**src/rtl/dmem_arbiter.sv**
```systemverilog
// dmem_arbiter: round-robin two-port arbiter for the single-port data memory
module dmem_arbiter #(
  parameter int AW = 32,
  parameter int DW = 32
) (
  input  logic          clk,
  input  logic          rst_n,
  input  logic          req0,
  input  logic          req1,
  input  logic          we0,
  input  logic          we1,
  input  logic [AW-1:0] addr0,
  input  logic [AW-1:0] addr1,
  input  logic [DW-1:0] wdata0,
  input  logic [DW-1:0] wdata1,
  output logic          gnt0,
  output logic          gnt1,
  output logic          done0,
  output logic          done1,
  output logic [DW-1:0] rdata0,
  output logic [DW-1:0] rdata1,
  output logic          busy,
  output logic [AW-1:0] mem_address,
  output logic [DW-1:0] mem_write_data,
  input  logic [DW-1:0] mem_read_data,
  output logic          mem_memread,
  output logic          mem_memwrite
);
  typedef enum logic [1:0] {IDLE, ACCESS, RESP} state_t;
  state_t state, state_nx;
  logic last, sel, we_r, win, grant;
  logic [AW-1:0] addr_r;
  logic [DW-1:0] wdata_r;
  // on a tie the port not served last wins; otherwise the lone requester
  assign win = (req0 & req1) ? ~last : req1;
  assign grant = (state == IDLE) & (req0 | req1);
  always_ff @(posedge clk or negedge rst_n)
    if (!rst_n) state <= IDLE;
    else state <= state_nx;
  always_comb begin
    state_nx = IDLE;
    state_nx = grant ? ACCESS : (state == ACCESS) ? RESP : IDLE;
  end
  always_comb begin
    gnt0 = 1'b0;
    gnt0 = (state == ACCESS) & ~sel;
    gnt1 = (state == ACCESS) & sel;
    done0 = (state == RESP) & ~sel;
    done1 = (state == RESP) & sel;
    busy = state != IDLE;
    mem_memread = (state == ACCESS) & ~we_r;
    mem_memwrite = (state == ACCESS) & we_r;
    mem_address = addr_r;
    mem_write_data = wdata_r;
  end
  always_ff @(posedge clk or negedge rst_n)
    if (!rst_n) begin
      last <= 1'b1;
      sel <= 1'b0;
      we_r <= 1'b0;
      addr_r <= '0;
      wdata_r <= '0;
      rdata0 <= '0;
      rdata1 <= '0;
    end else begin
      if (grant) begin
        sel <= win;
        we_r <= win ? we1 : we0;
        addr_r <= win ? addr1 : addr0;
        wdata_r <= win ? wdata1 : wdata0;
      end
      if (state == ACCESS) begin
        last <= sel;
        if (!we_r && !sel) rdata0 <= mem_read_data;
        if (!we_r && sel) rdata1 <= mem_read_data;
      end
    end
endmodule

```
**config.mk**
```make
export PLATFORM = sky130hd
export DESIGN_NAME = dmem_arbiter
export DESIGN_NICKNAME = d
export VERILOG_FILES = /design/src/rtl/dmem_arbiter.sv
export SDC_FILE = /design/constraint.sdc
export NUM_CORES = 1
export LEC_CHECK = 0
export ABC_AREA = 0
export BUFFER_PORTS_ARGS = -buffer_cell sky130_fd_sc_hd__buf_2
export CORE_UTILIZATION = 46
export CTS_CLUSTER_SIZE = 24
export DETAILED_ROUTE_END_ITERATION = 7
export GPL_TIMING_DRIVEN = 0
export PLACE_DENSITY_LB_ADDON = 0.12
export SLEW_MARGIN = 20
export SYNTH_ARGS = -nofsm -noshare
export SYNTH_HDL_FRONTEND = slang
export SYNTH_SLANG_ARGS = --single-unit
```
**constraint.sdc**
```tcl
create_clock -name clk -period 2.4 [get_ports clk]
set_clock_uncertainty 0.2 [all_clocks]
set_input_delay 0.6 -clock clk [delete_from_list [all_inputs] [get_ports clk]]
set_output_delay 0.6 -clock clk [all_outputs]
set_load 0.01 [all_outputs]
```
# == Yosys cells after proc, flatten, opt, wreduce, memory -nomap -nowiden ==
# Cells that the tools add are included.
# Widths: inputs -> output; s select.
# op_classes
n_reduce_logical,8
mux,6
eq_ne,2
bitwise_logic,12
# op_table
operator,n
$mux 32,2
$and 1x1->1,8
$mux 2,2
$reduce_and 2->1,2
$not 1->1,3
$eq 2x1->1 const B,1
$eq 2x2->1 const B,1
$logic_and 1x1->1,2
$logic_not 1->1,2
$logic_not 2->1,1
$mux 1,2
$reduce_bool 2->1,1
$or 1x1->1,1
# word_totals
out_inout_bits,135
regBits,133
word_cells,36
input_bits,166

# == Depth between registers and ports, before layout ==
# Gate-level depths: netlist of run 1.
# logic_depth
depth_word,3
depth_mapped,5
mapped_depth_nobuf,3

# == Worst setup path after synthesis of run 1 ==
# No wires, ideal clock.
# synth_timing
kind,input to register
from,input req1
to,"register addr_r[18], in the netlist mem_address[18]"
setup_time_ps,125
required_time_ps,2075
slack_ps,436
cell_stages,5
t_arrival_ps,1639
path_buffers,2
cell_sequence,a21bo_2 -> buf_6 -> buf_6 -> mux2_4 -> mux2_4
# synth_via
elab_chain_len,3
elab_cells_between_ends,5
classes_between,mux: 2; bitwise: 3
# synth_lines
element,line,rtl
"start, declared",9,"input logic req1,"
$and 1x1->1,35,assign win = (req0 & req1) ? ~last : req1;
$mux 1,35,
$mux 32,69,addr_r <= win ? addr1 : addr0;
"end signal, assigned",69,
"end, declared",32,logic [AW-1:0] addr_r;
# Several ways; a longest one is shown, not always the timed one.
# A chain may end at the register's enable or synchronous reset.

# == Worst setup path after layout of run 1 ==
# layout_timing
from,register state[1]
to,output mem_memwrite
# layout_via
elab_chain_len,2
# layout_lines
element,line,rtl
"start, declared",30,"state_t state, state_nx;"
"start signal, assigned",39,else state <= state_nx;
$eq 2x1->1,52,mem_memwrite = (state == ACCESS) & we_r;
$and 1x1->1,52,
"end, declared",27,output logic mem_memwrite
# No other way between the ends.

==> impl_metrics.env, run 1 <==
export IMPL_outcome="finished, final reports clean"
export IMPL_vdd_drop_max_mv=0.684
export IMPL_layout_drive_gt1_share_pct=78.4
export IMPL_cp_start_kind="register"
export IMPL_cts_tree="yes"
export IMPL_area_growth_pct=39.9
export IMPL_synth_compound_area_share_pct=0.519
export IMPL_wl_microns=14400
export IMPL_worst_path_buf_inv=2
export IMPL_sw_frac_of_total_pct=31.7
export IMPL_dp_hpwl_microns=11100
export IMPL_clock_fmax_ghz=0.443
export IMPL_gp_congestion=0.770
export IMPL_final_net_count=851
export IMPL_dr_pass1_iters=4
export IMPL_fp_dieW_microns=117
export IMPL_final_common_cell="buf_2"
export IMPL_crit_type="register to output port"
export IMPL_nFillCells=992
export IMPL_worstPathCellList="nand2b_1 > inv_1 > and2_1 > buf_2"
export IMPL_p_sw_w=0.00366
export IMPL_worstPathMaxFanout=7
export IMPL_comb_power_share_pct=41.1
export IMPL_fp_row_count=41
export IMPL_synth_cell_types=18
export IMPL_drv_slew=0
export IMPL_ant_nets=0
export IMPL_htree_levels=4
export IMPL_crit_family="simple AND/OR/NAND/NOR gates"
export IMPL_clk_path_buf_depth=2
export IMPL_grt_use_total_pct=22.0
export IMPL_final_core_util_pct=66.3
export IMPL_ys_warn_count=0
export IMPL_dieArea_sq_um=13600
export IMPL_multi_input_area_sq_um=2540
export IMPL_r2r_cells=5
export IMPL_seqCellArea_sq_um=3330
export IMPL_synthSimpleGateAreaFrac_pct=1.04
export IMPL_viasPerCell=4.82
export IMPL_p_int_w=0.00786
export IMPL_max_cap_violations=0
export IMPL_io_pins=301
export IMPL_synth_cells=364
export IMPL_cp_end_kind="output port"
export IMPL_start_util_pct=47.4
export IMPL_drcViolationCount=0
export IMPL_critical_path_arrival_ns=1.46
export IMPL_antenna_found_initial=0
export IMPL_cts_inserted_buffers=17
export IMPL_crit_path_top_delay_cell="dfrtp_1"
export IMPL_grt_overflow=0
export IMPL_ys_ff_latch=133
export IMPL_seq_area_frac_synth_pct=55.2
export IMPL_p_per_area_nw_per_um2=1360
export IMPL_avgSynthCellArea_sq_um=16.6
export IMPL_power_leakage_nw=4.31
export IMPL_clock_sinks=133
export IMPL_synth_nets=530
export IMPL_synth_adder_area_share_pct=0
export IMPL_clk_latency_ns=0.40
export IMPL_fin_crit_sh_pct=94.1
export IMPL_relSlewSlack_pct=67.0
export IMPL_cp_depth=4
export IMPL_fin_crit_ns=2.26
export IMPL_wl_per_cell_microns=16.6
export IMPL_synth_top_family_by_area="multiplexers"
export IMPL_critical_path_max_stage_delay_ns=0.37
export IMPL_rsz0062_at_grt="false"
export IMPL_first_global_vias=4323
export IMPL_seqPwrFrac_pct=34.8
export IMPL_worst_ep_required_time_ns=1.60
export IMPL_pwr_share_clk_pct=24.1
export IMPL_netlist_area_sq_um=6030
export IMPL_synth_xor_area_share_pct=0
export IMPL_layout_common_cells="buf_2, dfrtp_1, mux2_2"
export IMPL_coreArea_sq_um=12700
export IMPL_min_path_type="primary input to register"
export IMPL_grt_pass1_wl_microns=21900
export IMPL_vias=4196
export IMPL_finalHoldViolCount=0
export IMPL_post_cts_resized=0
export IMPL_min_delay_path_depth=2
export IMPL_layoutNonFillerInstCount=870
export IMPL_grt_max_degree=73
export IMPL_die_h_microns=117
export IMPL_cts_root_buffer="clkbuf_16"
export IMPL_postCtsSetupBuffers=0
export IMPL_synth_mux_area_share_pct=40.5
export IMPL_diodes=0
export IMPL_setup_violations=0
export IMPL_drt_iter0_markers=92
export IMPL_portBuffers=300
export IMPL_tightest_slew_ns=0.495
export IMPL_clk_pin_slew_ns=0.06
export IMPL_placed_cells=837
cells in the mapped netlist, drive strengths merged:
| cell type | instances | area [sq um] |
|---|---|---|
| dfrtp | 132 | 3300 |
| a21bo | 1 | 10.0 |
| nor3b | 2 | 15.0 |
| o22ai | 1 | 6.26 |
| nor2 | 4 | 15.0 |
| inv | 3 | 11.3 |
| buf | 20 | 154 |
| a21o | 1 | 7.51 |
| nor3 | 2 | 20.0 |
| o21a | 1 | 7.51 |
| and2 | 1 | 6.26 |
| mux2 | 194 | 2440 |
| nand2b | 1 | 6.26 |
| dfstp | 1 | 26.3 |
what timing repair did:
item	in CTS	in global routing
hold endpoints to repair	60	0
hold buffers	1	0
endpoints found under the setup margin	0	0
cell families after synthesis:
logic type,Yosys count
buf+inv,23
mux,194
simple gates,10
compound gates,4
flops,133
area by class of cell:
cell class	instances	share of cell area, %
buffer	20	1.82
clock buffer	20	5.53
clock inverter	12	2.08
inverter	3	0.133
multi-input combinational	208	30.1
sequential	133	39.5
tap	172	2.55
timing repair buffer	302	18.4
final timing paths:
path                                  start           endpoint  slack (ns)
max                                state[1]       mem_memwrite        0.14
min                        mem_read_data[4]          rdata1[4]        0.23
max reg2reg                        state[1]    mem_address[27]        0.39
min reg2reg                      rdata1[11]         rdata1[11]        0.29
max in group asynchronous             rst_n  mem_write_data[3]        0.78
min in group asynchronous             rst_n          rdata1[6]        0.52
power by group through the flow:
| stage | Combinational, W | Sequential [W] | Clock (W) |
|---|---|---|---|
| after detailed placement | 0.00480 | 0.00403 | 0 |
| after floorplan | 0.00242 | 0.00453 | 0 |
| final | 0.00473 | 0.00401 | 0.00277 |
| after CTS | 0.00481 | 0.00402 | 0.00283 |
| after global placement | 0.00472 | 0.00396 | 0 |
| after global routing | 0.00511 | 0.00416 | 0.00295 |
sequential cells by signal, indices dropped and copies added (netlist names):
name	cells
last	1
mem_address	32
mem_write_data	32
rdata0	32
rdata1	32
sel	1
state	2
we_r	1
per-layer routing:
metal	up-vias	wire length (microns)	GRT usage [%]
met5	-	0	0
met4	0	271	8.89
met3	21	1180	8.10
met2	181	7600	38.9
met1	2045	5390	23.7
li1	1949	-	-
through the flow:
step	hold slack (ns)	instance area [sq um]	setup TNS, ns	total power, W	setup WS [ns]
6_report	0.229	8440	0	0.0115	0.142
5_1_grt	0.211	8440	0	0.0122	0.0493
4_1_cts	0.206	8440	0	0.0117	0.121
3_5_place_dp	0.276	7790	0	0.00883	0.203
3_3_place_gp	0.262	7750	-156.63	0.00867	-1.19
2_1_floorplan	0.104	6030	0	0.00696	0.436
Note: power is estimated with default switching activity, not from simulation.
==> run 2: changes to the inputs <==
Settings changed: CORE_AREA from default to 2 2 116 118, CORE_UTILIZATION 46 to default, CTS_BUF_LIST from default to sky130_fd_sc_hd__clkbuf_4 sky130_fd_sc_hd__clkbuf_8, DIE_AREA from default to 0 0 118 120.
==> run 2 against run 1 <==
Effect of this change:
- register-to-register slack lost 0.02 ns
- worst hold slack worse by 0.024 ns
- sequential power about the same
- count of clock-buffer cells in the layout did not move
- worst setup slack worse by 0.0045 ns
- critical path type unchanged
- largest cell class unchanged
==> impl_metrics.env, run 2 (synthesis results as in run 1) <==
export IMPL_cts_root_buffer="clkbuf_8"
export IMPL_cp_start_kind="register"
export IMPL_viasPerCell=4.79
export IMPL_setup_violations=0
export IMPL_area_growth_pct=35.9
export IMPL_layout_common_cells="buf_2, dfrtp_1, mux2_2"
export IMPL_rsz0062_at_grt="false"
export IMPL_fin_area_sq_um=8200
export IMPL_first_global_vias=4465
export IMPL_dpl_instance_area_sq_um=7790
export IMPL_relSlewSlack_pct=69.1
export IMPL_outcome="finished, final reports clean"
export IMPL_diodes=0
export IMPL_start_util_pct=46.5
export IMPL_layout_drive_gt1_share_pct=78.4
export IMPL_critical_path_max_stage_delay_ns=0.41
export IMPL_drt_iter0_markers=137
export IMPL_clock_fmax_ghz=0.442
export IMPL_worst_ep_required_time_ns=1.60
export IMPL_coreArea_sq_um=13000
export IMPL_dr_pass1_iters=4
export IMPL_antenna_found_initial=0
export IMPL_fp_dieW_microns=118
export IMPL_hold_end="rdata1[6]"
export IMPL_worst_r2r_setup_slack_ns=0.37
export IMPL_crit_type="register to output port"
export IMPL_finalWorstSetupSlack_ns=0.138
export IMPL_grt_overflow=0
export IMPL_dp_hpwl_microns=11200
export IMPL_clk_pin_slew_ns=0.07
export IMPL_drcViolationCount=0
export IMPL_postCtsSetupBuffers=0
export IMPL_htree_levels=4
export IMPL_finalPower_w=0.0106
export IMPL_vdd_drop_max_mv=0.552
export IMPL_worstPathCellList="nand2b_1 > inv_1 > and2_1 > buf_2"
export IMPL_hold_slack_ns=0.205
export IMPL_p_per_area_nw_per_um2=1290
export IMPL_drv_slew=0
export IMPL_worstHoldStart="mem_read_data[6]"
export IMPL_final_common_cell="buf_2"
export IMPL_die_h_microns=120
export IMPL_fin_crit_ns=2.26
export IMPL_place_ws_ns=0.181
export IMPL_portBuffers=300
export IMPL_wl_per_cell_microns=16.5
export IMPL_clock_sinks=133
export IMPL_final_net_count=851
export IMPL_fin_crit_sh_pct=94.3
export IMPL_crit_family="flip-flops"
export IMPL_clk_path_buf_depth=2
export IMPL_grt_pass1_wl_microns=22800
export IMPL_final_core_util_pct=63.2
export IMPL_critical_path_arrival_ns=1.46
export IMPL_dieArea_sq_um=14200
export IMPL_grt_max_degree=80
export IMPL_grt_use_total_pct=20.9
export IMPL_reg2reg_from="state[1]"
export IMPL_wl_microns=14400
export IMPL_nFillCells=1067
export IMPL_vias=4189
export IMPL_gp_congestion=0.773
export IMPL_cp_end_kind="output port"
export IMPL_reg2reg_to="rdata1[29]"
export IMPL_min_path_type="primary input to register"
export IMPL_r2r_cells=4
export IMPL_power_leakage_nw=4.20
export IMPL_fp_row_count=42
export IMPL_cts_tree="yes"
export IMPL_ant_nets=0
export IMPL_io_pins=301
export IMPL_tightest_slew_ns=0.461
export IMPL_crit_path_top_delay_cell="dfrtp_1"
export IMPL_cts_inserted_buffers=17
export IMPL_worstPathMaxFanout=7
export IMPL_clk_latency_ns=0.43
export IMPL_finalHoldViolCount=0
export IMPL_min_delay_path_depth=2
export IMPL_max_cap_violations=0
export IMPL_worst_path_buf_inv=2
==> run 2: cell types whose count changed in the layout (fill, tap and decap cells not counted), moves of 2 or more <==
cell / before / now
clkbuf_16: 17 / 0
clkbuf_8: 3 / 19
clkinv_4: 1 / 4
bufinv_16: 4 / 2
==> run 2: metal layers <==
layer	GRT usage [%]	wire length [microns]	up-vias
met5	0	0	-
met4	7.53	236	0
met3	6.75	955	17
li1	-	-	1947
met2	36.6	7570	176
met1	24.2	5650	2049
==> run 2: timing repair <==
item,CTS,global route
endpoints found under the hold margin,53,0
hold buffers,1,0
setup endpoints to repair,0,0
resized for setup,0,0
==> run 2: how the worst max path moves through the flow <==
stage,start,endpoint,slack [ns],cells after the start
4_1_cts,state[0],mem_memwrite,0.10,4
5_1_grt,state[1],mem_memwrite,0.002,4
6_report,state[0],mem_memwrite,0.14,4
2_1_floorplan,req1,mem_address[18],0.44,5
3_5_place_dp,req1,mem_write_data[4],0.18,6
3_3_place_gp,rst_n,mem_address[23],-1.18,1
==> run 2: layout make-up <==
| class | instances | area (sq um) | area share (%) |
|---|---|---|---|
| Sequential cell | 133 | 3330 | 40.6 |
| Multi-Input combinational cell | 208 | 2540 | 30.9 |
| Timing Repair Buffer | 302 | 1550 | 18.9 |
| Clock buffer | 20 | 269 | 3.28 |
| Tap cell | 176 | 220 | 2.69 |
| Buffer | 20 | 154 | 1.88 |
| Clock inverter | 12 | 130 | 1.59 |
| Inverter | 3 | 11.3 | 0.137 |
==> run 2: metrics by stage <==
step | std cells | setup TNS (ns)
6_report | 874 | 0
5_1_grt | 874 | 0
4_1_cts | 874 | 0
3_5_place_dp | 841 | 0
3_3_place_gp | 840 | -154.85
2_1_floorplan | 364 | 0
==> run 2: where the power goes <==
group | leakage, nW | internal [W] | switching [W]
combinational | 2.42 | 0.00263 | 0.00215
sequential | 1.57 | 0.00341 | 0.000579
clock | 0.202 | 0.000987 | 0.000851
total | 4.20 | 0.00702 | 0.00358
==> run 3: changes to the inputs <==
Settings changed: BUFFER_PORTS_ARGS -buffer_cell sky130_fd_sc_hd__buf_2 to -buffer_cell sky130_fd_sc_hd__clkbuf_2.
==> run 3 against run 2 <==
Effect of this change:
- worst hold slack improved by 0.0016 ns
- cell area up 0.49%
- sequential power is 1% higher
- clock power up 11%
- flip-flop and latch count is the same
- worst setup slack improved by 0.0085 ns
- critical endpoint unchanged
==> impl_metrics.env, run 3 (synthesis results as in run 1) <==
export IMPL_cp_start_kind="register"
export IMPL_dr_pass1_iters=4
export IMPL_setup_violations=0
export IMPL_grt_pass1_wl_microns=23400
export IMPL_crit_type="register to output port"
export IMPL_dieArea_sq_um=14200
export IMPL_power_leakage_nw=4.27
export IMPL_grt_max_degree=74
export IMPL_start_util_pct=46.5
export IMPL_crit_family="flip-flops"
export IMPL_finalPower_w=0.0108
export IMPL_fin_crit_ns=2.25
export IMPL_vdd_drop_max_mv=0.585
export IMPL_final_common_cell="clkbuf_2"
export IMPL_nFillCells=1050
export IMPL_relSlewSlack_pct=66.3
export IMPL_critical_path_max_stage_delay_ns=0.40
export IMPL_gp_congestion=0.786
export IMPL_rsz0062_at_grt="false"
export IMPL_worstPathMaxFanout=7
export IMPL_clk_path_buf_depth=2
export IMPL_area_growth_pct=36.6
export IMPL_clk_pin_slew_ns=0.08
export IMPL_wl_microns=14500
export IMPL_worstPathCellList="nand2b_2 > inv_1 > and2_1 > clkbuf_2"
export IMPL_p_per_area_nw_per_um2=1310
export IMPL_worst_ep_required_time_ns=1.60
export IMPL_antenna_found_initial=0
export IMPL_final_core_util_pct=63.5
export IMPL_portBuffers=300
export IMPL_finalWorstSetupSlack_ns=0.146
export IMPL_clk_latency_ns=0.43
export IMPL_grt_overflow=0
export IMPL_cts_root_buffer="clkbuf_8"
export IMPL_htree_levels=4
export IMPL_io_pins=301
export IMPL_final_net_count=851
export IMPL_viasPerCell=4.78
export IMPL_min_path_type="primary input to register"
export IMPL_layoutNonFillerInstCount=874
export IMPL_drv_slew=0
export IMPL_fp_row_count=42
export IMPL_cts_inserted_buffers=17
export IMPL_place_ws_ns=0.196
export IMPL_cp_end_kind="output port"
export IMPL_cts_tree="yes"
export IMPL_fin_crit_sh_pct=93.9
export IMPL_crit_path_top_delay_cell="dfrtp_1"
export IMPL_critical_path_arrival_ns=1.45
export IMPL_placed_cells=841
export IMPL_grt_use_total_pct=21.3
export IMPL_vias=4178
export IMPL_clock_sinks=133
export IMPL_fp_dieW_microns=118
export IMPL_postCtsSetupBuffers=0
export IMPL_coreArea_sq_um=13000
export IMPL_first_global_vias=4498
export IMPL_finalHoldViolCount=0
export IMPL_layout_drive_gt1_share_pct=78.5
export IMPL_tightest_slew_ns=0.506
export IMPL_max_cap_violations=0
export IMPL_clock_fmax_ghz=0.444
export IMPL_diodes=0
export IMPL_drcViolationCount=0
export IMPL_worst_path_buf_inv=2
export IMPL_fin_area_sq_um=8240
export IMPL_drt_iter0_markers=168
export IMPL_layout_common_cells="clkbuf_2, dfrtp_1, mux2_2"
export IMPL_ant_nets=0
export IMPL_wl_per_cell_microns=16.6
export IMPL_outcome="finished, final reports clean"
export IMPL_dp_hpwl_microns=11300
export IMPL_die_h_microns=120
export IMPL_dpl_instance_area_sq_um=7790
==> run 3: cell count changes in the layout (fill, tap and decap cells not counted), moves of 2 or more <==
cell       change
buf_2        -299
clkbuf_2     +299
inv_6          +3
bufinv_16      +2
==> run 3: path summary, 6_finish.rpt <==
| check | start | endpoint | slack, ns | cells past startpoint |
|---|---|---|---|---|
| setup / recovery | state[1] | mem_memwrite | 0.15 | 4 |
| hold / removal | mem_read_data[23] | rdata0[23] | 0.21 | 2 |
| setup reg to reg | state[0] | mem_address[27] | 0.38 | 5 |
| hold reg to reg | rdata1[5] | rdata1[5] | 0.30 | 1 |
| max in group asynchronous | rst_n | mem_address[9] | 0.79 | 3 |
| min in group asynchronous | rst_n | rdata0[4] | 0.51 | 2 |
==> run 3: what timing repair did <==
| action | 4_1_cts | 5_1_grt |
|---|---|---|
| endpoints found under the setup margin | 0 | 1 |
| hold buffers | 1 | 0 |
| endpoints found under the hold margin | 59 | 0 |
| gates resized for setup | 0 | 1 |
==> run 3: layout make-up <==
type                            count  area (sq um)  area share, %
Multi-Input combinational cell    208          2540           30.8
Sequential cell                   133          3330           40.4
Buffer                             20           154           1.87
Timing Repair Buffer              302          1550           18.8
Inverter                            3          11.3          0.137
Tap cell                          176           220           2.67
Clock inverter                     15           204           2.47
Clock buffer                       17           234           2.84
==> run 3: layer usage <==
metal | vias to the layer above | GRT usage [%] | share of wire [%] | routed length (microns)
met5 | - | 0 | 0 | 0
met4 | 0 | 9.26 | 2.5 | 362
met3 | 26 | 6.56 | 7.5 | 1090
met2 | 178 | 36.8 | 51 | 7450
met1 | 2020 | 24.6 | 39 | 5620
li1 | 1954 | - | - | -
==> run 3: where the power goes <==
group / internal, W / switching, W
clock network: 0.00114 / 0.000901
registers: 0.00341 / 0.000623
logic: 0.00261 / 0.00215
==> run 3: stage by stage <==
stage | hold WS, ns | setup TNS, ns
after detailed placement | 0.290 | 0
after CTS | 0.165 | 0
after global placement | 0.268 | -198.33
after floorplan | 0.104 | 0
after global routing | 0.179 | 0
final | 0.207 | 0
